[config.mk]
export PLATFORM = sky130hd
export DESIGN_NAME = smoldvi_link_ctrl
export DESIGN_NICKNAME = d
export VERILOG_FILES = /design/src/rtl/smoldvi_pkg.sv /design/src/rtl/smoldvi_sync_bit.sv /design/src/rtl/smoldvi_link_ctrl.sv
export SDC_FILE = /design/constraint.sdc
export NUM_CORES = 1
export LEC_CHECK = 0
export BUFFER_PORTS_ARGS = -buffer_cell sky130_fd_sc_hd__buf_4
export CAP_MARGIN = 10
export CELL_PAD_IN_SITES_DETAIL_PLACEMENT = 0
export CELL_PAD_IN_SITES_GLOBAL_PLACEMENT = 1
export CORE_MARGIN = 10
export CORE_UTILIZATION = 36
export CTS_BUF_LIST = sky130_fd_sc_hd__clkbuf_16
export CTS_CLUSTER_SIZE = 14
export DETAILED_ROUTE_END_ITERATION = 10
export HOLD_SLACK_MARGIN = 0.12
export PLACE_DENSITY_LB_ADDON = 0.2
export SLEW_MARGIN = 20
export SYNTH_ARGS = -nofsm -noshare
export SYNTH_HDL_FRONTEND = slang
export SYNTH_HIERARCHICAL = 1
export SYNTH_SLANG_ARGS = --single-unit
[constraint.sdc]
create_clock -name clk -period 2.3 [get_ports clk]
set_input_delay 0.115 -clock clk [delete_from_list [all_inputs] [get_ports clk]]
set_output_delay 0.115 -clock clk [all_outputs]
set_load 0.01 [all_outputs]
[src/rtl/smoldvi_pkg.sv]
`default_nettype none
// ============================================================================
// Module  : smoldvi_pkg
// Brief   : Shared SmolDVI types and constants: link FSM state codes, the
//           idle/flush TMDS control symbol and a small sizing helper.
// Rev     : 1.0  initial release
// ============================================================================
package smoldvi_pkg;

  // Link controller state codes; the numeric values are visible on state_o.
  typedef enum logic [2:0] {
    ST_OFF       = 3'd0,
    ST_WAIT_LOCK = 3'd1,
    ST_HOLD      = 3'd2,
    ST_REL_OUT   = 3'd3,
    ST_REL_IN    = 3'd4,
    ST_FLUSH     = 3'd5,
    ST_RUN       = 3'd6
  } state_t;

  // TMDS control symbol for C1:C0 = 00, used while idling and flushing.
  localparam logic [9:0] c_CTRL_SYM = 10'b1101010100;

  // Cycles spent in REL_OUT so the fast domain can resynchronise its reset.
  localparam int c_REL_OUT_CYCLES = 4;

  function automatic int max3(input int a, input int b, input int c);
    int m;
    m = (a > b) ? a : b;
    return (m > c) ? m : c;
  endfunction

endpackage
`default_nettype wire

[src/rtl/smoldvi_sync_bit.sv]
`default_nettype none
// ============================================================================
// Module  : smoldvi_sync_bit
// Brief   : Two-flop synchroniser for a single asynchronous level, reset to 0.
// Rev     : 1.0  initial release
// ============================================================================
module smoldvi_sync_bit (
  input  logic clk,
  input  logic rst,
  input  logic i_d,
  output logic o_q
);

  logic r_meta;
  logic r_sync;

  // Capture the asynchronous level and let any metastability settle one stage.
  always_ff @(posedge clk or posedge rst) begin
    if (rst) begin
      r_meta <= 1'b0;
      r_sync <= 1'b0;
    end else begin
      r_meta <= i_d;
      r_sync <= r_meta;
    end
  end

  assign o_q = r_sync;

endmodule
`default_nettype wire

[src/rtl/smoldvi_link_ctrl.sv]
`default_nettype none
// ============================================================================
// Module  : smoldvi_link_ctrl
// Brief   : DVI link bring-up controller. Waits for PLL lock, sequences the
//           gearbox output/input resets, flushes control symbols, then passes
//           encoder symbols through while flagging encoder underflow.
// Rev     : 1.0  initial release
// ============================================================================
module smoldvi_link_ctrl
  import smoldvi_pkg::*;
#(
  parameter int               N_LANES      = 3,
  parameter int               W_SYM        = 10,
  parameter int               HOLD_CYCLES  = 16,
  parameter int               FLUSH_CYCLES = 8,
  parameter logic [W_SYM-1:0] CTRL_SYM     = c_CTRL_SYM
) (
  input  logic                     clk,
  input  logic                     rst,
  input  logic                     enable,
  input  logic                     pll_locked,
  input  logic [N_LANES*W_SYM-1:0] enc_sym,
  input  logic                     enc_valid,
  output logic                     enc_ready,
  output logic [N_LANES*W_SYM-1:0] gb_sym,
  output logic                     gb_rst_n_in,
  output logic                     gb_rst_n_out,
  output logic                     link_up,
  output logic [2:0]               state_o,
  input  logic                     clear_err,
  output logic                     underflow
);

  localparam int c_CNT_MAX = max3(HOLD_CYCLES, FLUSH_CYCLES, c_REL_OUT_CYCLES);
  localparam int c_CNT_W   = $clog2(c_CNT_MAX + 1);

  localparam logic [c_CNT_W-1:0] c_HOLD_LAST  = c_CNT_W'(HOLD_CYCLES - 1);
  localparam logic [c_CNT_W-1:0] c_REL_LAST   = c_CNT_W'(c_REL_OUT_CYCLES - 1);
  localparam logic [c_CNT_W-1:0] c_FLUSH_LAST = c_CNT_W'(FLUSH_CYCLES - 1);

  localparam logic [N_LANES*W_SYM-1:0] c_CTRL_ALL = {N_LANES{CTRL_SYM}};

  logic               w_lock_s;
  state_t             r_state;
  state_t             w_state_nxt;
  logic [c_CNT_W-1:0] r_cnt;
  logic [c_CNT_W-1:0] w_cnt_nxt;
  logic               r_gb_rst_n_in;
  logic               r_gb_rst_n_out;
  logic               r_link_up;
  logic               r_underflow;
  logic [N_LANES*W_SYM-1:0] r_gb_sym;

  smoldvi_sync_bit u_lock_sync (
    .clk (clk),
    .rst (rst),
    .i_d (pll_locked),
    .o_q (w_lock_s)
  );

  // Next-state and counter logic; losing enable or lock aborts to OFF.
  always_comb begin
    w_state_nxt = r_state;
    w_cnt_nxt   = r_cnt;
    case (r_state)
      ST_OFF: begin
        w_cnt_nxt = '0;
        if (enable) w_state_nxt = ST_WAIT_LOCK;
      end
      ST_WAIT_LOCK: begin
        w_cnt_nxt = '0;
        if (w_lock_s) w_state_nxt = ST_HOLD;
      end
      ST_HOLD: begin
        if (r_cnt == c_HOLD_LAST) begin
          w_state_nxt = ST_REL_OUT;
          w_cnt_nxt   = '0;
        end else begin
          w_cnt_nxt = r_cnt + 1'b1;
        end
      end
      ST_REL_OUT: begin
        if (r_cnt == c_REL_LAST) begin
          w_state_nxt = ST_REL_IN;
          w_cnt_nxt   = '0;
        end else begin
          w_cnt_nxt = r_cnt + 1'b1;
        end
      end
      ST_REL_IN: begin
        w_state_nxt = ST_FLUSH;
        w_cnt_nxt   = '0;
      end
      ST_FLUSH: begin
        if (r_cnt == c_FLUSH_LAST) begin
          w_state_nxt = ST_RUN;
          w_cnt_nxt   = '0;
        end else begin
          w_cnt_nxt = r_cnt + 1'b1;
        end
      end
      ST_RUN: begin
        w_cnt_nxt = '0;
      end
      default: begin
        w_state_nxt = ST_OFF;
        w_cnt_nxt   = '0;
      end
    endcase
    // WAIT_LOCK is where a missing lock is expected, so only enable aborts it.
    if (r_state != ST_OFF) begin
      if (!enable || (!w_lock_s && r_state != ST_WAIT_LOCK)) begin
        w_state_nxt = ST_OFF;
        w_cnt_nxt   = '0;
      end
    end
  end

  // State register with outputs registered from the next state so they line up with state_o.
  always_ff @(posedge clk or posedge rst) begin
    if (rst) begin
      r_state        <= ST_OFF;
      r_cnt          <= '0;
      r_gb_rst_n_in  <= 1'b0;
      r_gb_rst_n_out <= 1'b0;
      r_link_up      <= 1'b0;
      r_gb_sym       <= c_CTRL_ALL;
    end else begin
      r_state        <= w_state_nxt;
      r_cnt          <= w_cnt_nxt;
      r_gb_rst_n_out <= (w_state_nxt inside {ST_REL_OUT, ST_REL_IN, ST_FLUSH, ST_RUN});
      r_gb_rst_n_in  <= (w_state_nxt inside {ST_REL_IN, ST_FLUSH, ST_RUN});
      r_link_up      <= (w_state_nxt == ST_RUN);
      if (r_state == ST_RUN && w_state_nxt == ST_RUN && enc_valid)
        r_gb_sym <= enc_sym;
      else
        r_gb_sym <= c_CTRL_ALL;
    end
  end

  // Sticky underflow: a missing symbol in RUN wins over a simultaneous clear.
  always_ff @(posedge clk or posedge rst) begin
    if (rst)
      r_underflow <= 1'b0;
    else if (r_state == ST_RUN && !enc_valid)
      r_underflow <= 1'b1;
    else if (clear_err)
      r_underflow <= 1'b0;
  end

  assign enc_ready    = (r_state == ST_RUN);
  assign gb_sym       = r_gb_sym;
  assign gb_rst_n_in  = r_gb_rst_n_in;
  assign gb_rst_n_out = r_gb_rst_n_out;
  assign link_up      = r_link_up;
  assign state_o      = r_state;
  assign underflow    = r_underflow;

endmodule
`default_nettype wire
======== Word-level counts from Yosys, hierarchy flattened ========
Index checks and enable logic that the tools add are counted.
word-level totals
  word-level logic and storage cells ...... 54
  bits of input ports ..................... 36
  flip-flop bits (word level) ............. 44
operators by class
  mux-type cells .......................... 17
  $add $sub $neg .......................... 1
  reduce and logical (&&, ||, !) cells .... 13
  equal/unequal tests ..................... 14
operators with widths
  kind                                                              number
  30-bit two-way mux                                                1
  5-bit two-way mux                                                 5
  3-bit two-way mux                                                 7
  3-bit case mux with 7 select lines                                1
  3-bit == test (second input constant)                             6
  5-bit case mux with 3 select lines                                1
  3-bit by 2-bit == test with 1-bit output (second input constant)  3
  3-bit nonzero test                                                2
  5-bit by 1-bit adder with 5-bit output (second input constant)    1
  5-bit by 2-bit == test with 1-bit output (second input constant)  1
  5-bit by 3-bit == test with 1-bit output (second input constant)  1
  5-bit by 4-bit == test with 1-bit output (second input constant)  1
  1-bit logical AND                                                 4
  4-bit nonzero test                                                1
  3-bit by 1-bit == test with 1-bit output (second input constant)  1
  1-bit logical NOT                                                 3
  3-bit logical NOT                                                 1
  3-bit by 1-bit != test with 1-bit output (second input constant)  1
  1-bit two-way mux                                                 2
  2-bit nonzero test                                                1
  1-bit logical OR                                                  1

======== Logic depth before layout (Yosys ltp) ========
  depth in word-level cells ............... 9
  gate-level depth with buffers ........... 7
  depth with buffers taken out ............ 7

======== Cells and area by module ========
Netlist, hierarchy kept.
by module, submodules not included
  module             area each (sq um)  cells each  instances
  smoldvi_link_ctrl  1706.6             137         1
  smoldvi_sync_bit   53.8               3           1

======== Worst setup path before layout ========
OpenSTA, ideal clock, no wires.
  path kind ............................... reg-to-reg
  start point ............................. reg r_cnt[0]
  end point ............................... reg r_link_up, in the netlist link_up
  data required time ...................... 2.205 ns
  path buffers ............................ 0
  stages on the path, launching flop included .. 8
  library setup time ...................... 0.095 ns
  path slack .............................. 0.599 ns
  arrival time ............................ 1.606 ns
  cells stage by stage .................... dfrtp_1 -> ha_1 -> nand3_1 -> inv_1 -> ha_1 -> a22o_2 -> a211oi_4 -> nor4b_2
between the ends
  longest elaborated chain between the ends .. 6
  elaborated cells between the ends (all ways) .. 10
  those cells by class .................... 4 x eq/ne; 6 x mux
ends and longest elaborated chain
  element                                                                 line                                                                       source
  from (decl)                                                             smoldvi_link_ctrl.sv:46                                                    logic [c_CNT_W-1:0] r_cnt;
  from (signal assigned)                                                  smoldvi_link_ctrl.sv:130                                                   r_cnt <= w_cnt_nxt;
  5-bit by 3-bit == test with 1-bit output, or another cell as far along  smoldvi_link_ctrl.sv:95                                                    if (r_cnt == c_FLUSH_LAST) begin
  3-bit two-way mux, on equally long branches                             smoldvi_link_ctrl.sv:95, smoldvi_link_ctrl.sv:75, smoldvi_link_ctrl.sv:83
  3-bit case mux with 7 select lines (*)                                  smoldvi_link_ctrl.sv:65                                                    case (r_state)
  3-bit two-way mux                                                       smoldvi_link_ctrl.sv:112                                                   if (!enable || (!w_lock_s && r_state != ST_WAIT_LOCK)) begin
  3-bit two-way mux (*)                                                   smoldvi_link_ctrl.sv:111                                                   if (r_state != ST_OFF) begin
  3-bit == test (*)                                                       smoldvi_link_ctrl.sv:133                                                   r_link_up <= (w_state_nxt == ST_RUN);
  to (signal assigned)                                                    smoldvi_link_ctrl.sv:133
  to (decl)                                                               smoldvi_link_ctrl.sv:50                                                    logic r_link_up;
Mark *: on every way between the ends. The rest lies on a longest branch, timed or not.
A chain may end at the register's enable or synchronous reset.

======== Final worst setup path ========
Ends and elaborated chain as after synthesis.

==> flow_metrics.env <==
export IMPL_clkLatencyLatePin_ns=0.28
export IMPL_via_count=1392
export IMPL_cellPowerDensity_nw_per_um2=687.6
export IMPL_syn_inst=140
export IMPL_synth_seq_cells=44
export IMPL_routed_wl_mm=4.548
export IMPL_drtIter0Drc=24
export IMPL_grt_pass1_wl_mm=7.548
export IMPL_die_w_um=89.93
export IMPL_p_leak_nw=1.411
export IMPL_grt_max_degree=32
export IMPL_first_pass_iters=4
export IMPL_die_y_um=89.93
export IMPL_dp_hpwl_mm=3.405
export IMPL_max_freq_ghz=0.5566
export IMPL_antenna_cells=0
export IMPL_syn2layout_area_growth_pct=64.61
export IMPL_comb_power_share_pct=18.6
export IMPL_finalSetupViolCount=0
export IMPL_setup_tns_ns=0
export IMPL_drt_wirelength_per_cell_um=14.21
export IMPL_p_int_mw=1.515
export IMPL_mostFrequentLayoutCells="buf_4 (75), dlygate4sd3_1 (34), dfrtp_1 (29)"
export IMPL_worstPathArrival_ns=1.98
export IMPL_postLayoutCellArea_um2=2898
export IMPL_clock_sinks=44
export IMPL_pwr_share_clk_pct=38.5
export IMPL_cp_start_kind="register"
export IMPL_crit_type="register to register"
export IMPL_synthFlopType="dfrtp_1"
export IMPL_ant_nets=0
export IMPL_cts_hold_repair_buffers=34
export IMPL_die_area_um2=8087
export IMPL_cts_buffer_depth=2
export IMPL_port_buffers=73
export IMPL_cp_common_cell="ha_1"
export IMPL_critPathMaxStageDelay_ns=0.39
export IMPL_syn_nets=179
export IMPL_path_cells="ha_1, nand3_1, inv_1, ha_1, a22o_2, a211oi_4, nor4b_2"
export IMPL_cts_resized=0
export IMPL_drv_slew=0
export IMPL_critPathLaunch="r_cnt[0]"
export IMPL_drc=0
export IMPL_post_cts_setup_buffers=0
export IMPL_syn_area_um2=1760
export IMPL_skew_ns=0.003040
export IMPL_place_gp_congestion=0.7093
export IMPL_crit_slowest_cell="dfrtp_1"
export IMPL_ios=74
export IMPL_nets=291
export IMPL_final_layout_size_suffix_gt1_share_pct=42.69
export IMPL_vias_per_cell=4.350
export IMPL_pwr_share_seq_pct=42.8
export IMPL_rsz0062_at_grt="false"
export IMPL_cp_data_required_time_ns=2.49
export IMPL_hold_violations=0
export IMPL_cts_tree="built"
export IMPL_syn_avg_cell_area_um2=12.57
export IMPL_initial_utilization_pct=37.27
export IMPL_dpl_instance_area_um2=2395
export IMPL_num_rows=25
export IMPL_irDropWorstVdd_mv=0.4591
export IMPL_first_global_vias=1560
export IMPL_cts_clk_slew_worst_paths_ns=0.06
export IMPL_synthArstFlopShare_pct=100.0
export IMPL_crit_path_max_fanout=4
export IMPL_ys_seq_area_share_pct=63.61
export IMPL_core_area_um2=4723
export IMPL_r2r_start="r_cnt[0]"
export IMPL_root_buffer="clkbuf_16"
export IMPL_htreeDepth=2
export IMPL_gr_usage_all_layers_pct=11.49
export IMPL_relSlewSlack_pct=68.84
export IMPL_swShare_pct=23.95
export IMPL_period_needed_ns=1.797
export IMPL_p_switching_mw=0.4772
export IMPL_yosysWarningCount=6
export IMPL_status="finished, final reports clean"
export IMPL_overflow=0
export IMPL_period_share_pct=78.12
export IMPL_yosysUniqueCellTypes=41
export IMPL_hp_start="enable"
export IMPL_antenna_found_initial=0
export IMPL_final_common_cell="buf_4"
export IMPL_drv_cap=0
export IMPL_hold_class="primary input to register"
export IMPL_cts_buffers=5
export IMPL_synth_edf_count=0
export IMPL_crit_path_end_kind="register"
export IMPL_tightest_slew_ns=0.4669
==> metal layers <==
| layer | track usage (%) | share of wire [%] | vias up |
|---|---|---|---|
| met2 | 21.00 | 55 | 36 |
| met5 | 0 | 0 | - |
| met4 | 3.979 | 1.2 | 0 |
| met3 | 4.988 | 7.8 | 8 |
| li1 | - | - | 679 |
| met1 | 11.26 | 36 | 669 |
==> logic make-up (layout without fill, tap and decap cells) <==
group	Yosys count	count (layout)	share of synthesized area, %
simple gates	59	59	21.46
flops	44	44	63.61
compound gates	15	15	7.036
fa+ha+maj	4	4	2.701
buf+inv	16	129	4.193
xor+xnor	2	2	0.9952
==> layout make-up <==
class | instances | area [um^2]
tap | 67 | 83.83
clock inverter | 3 | 37.54
timing repair buffer | 110 | 923.4
multi-input combinational | 80 | 566.8
clock buffer | 5 | 125.1
fill | 372 | 1826
sequential | 44 | 1120
inverter | 11 | 41.29
==> power by group through the flow <==
stage               Combinational, mW  Clock (mW)  Sequential, mW
global placement                0.319           0           0.862
global route                    0.406       0.829           0.858
finish                          0.371       0.768           0.854
CTS                             0.373       0.792           0.853
floorplan                       0.247           0           0.841
detailed placement              0.327           0           0.866
==> critical path: cells and delay by family (launching register included) <==
family / cells / cell delay [ns]
AOI/OAI and AO/OA: 2 / 0.51
adders and majority gates: 2 / 0.43
DFF: 1 / 0.39
and+or+nand+nor: 2 / 0.32
buffers and inverters: 1 / 0.05
==> metrics by stage <==
| stage | instances | setup WS [ns] | hold slack, ns | total power, mW | utilization (%) |
|---|---|---|---|---|---|
| finish | 320 | 0.5033 | 0.1338 | 1.993 | 61.35 |
| global route | 320 | 0.3927 | 0.1514 | 2.093 | 61.35 |
| floorplan | 140 | 0.5989 | -0.1438 | 1.088 | - |
| detailed placement | 278 | 0.4964 | -0.01173 | 1.193 | 50.70 |
| global placement | 278 | 0.5314 | -0.01501 | 1.181 | 50.70 |
| CTS | 320 | 0.4827 | 0.1276 | 2.018 | 61.35 |
==> synth_stat cells, types with 2 or more instances <==
cell | instances | share of area (%)
and2_1 | 15 | 5.3
nor2_1 | 9 | 1.9
nand3_1 | 2 | 0.57
dfstp_2 | 15 | 22
nand2b_1 | 16 | 5.7
inv_1 | 11 | 2.3
a21oi_1 | 4 | 1.1
and2b_2 | 2 | 1.0
buf_2 | 2 | 0.57
dfrtp_1 | 29 | 41
nor3_1 | 3 | 0.85
ha_1 | 3 | 2.1
==> sequential cells by signal, summed over array words and instances, names as in the netlist <==
name,cells
gb_sym,30
gb_rst_n_in,1
gb_rst_n_out,1
link_up,1
underflow,1
u_lock_sync/o_q,1
r_cnt,5
state_o,3
u_lock_sync/r_meta,1
==> worst paths after layout <==
path	end	slack, ns	cells after the start
worst max-delay path	link_up	0.50	7
worst min-delay path	r_cnt[4]	0.13	3
worst max register to register	link_up	0.50	7
worst min register to register	u_lock_sync/o_q	0.36	0
max in group asynchronous	gb_sym[18]	1.29	4
min in group asynchronous	u_lock_sync/r_meta	0.27	3
Power figures use the tool's default switching activity.
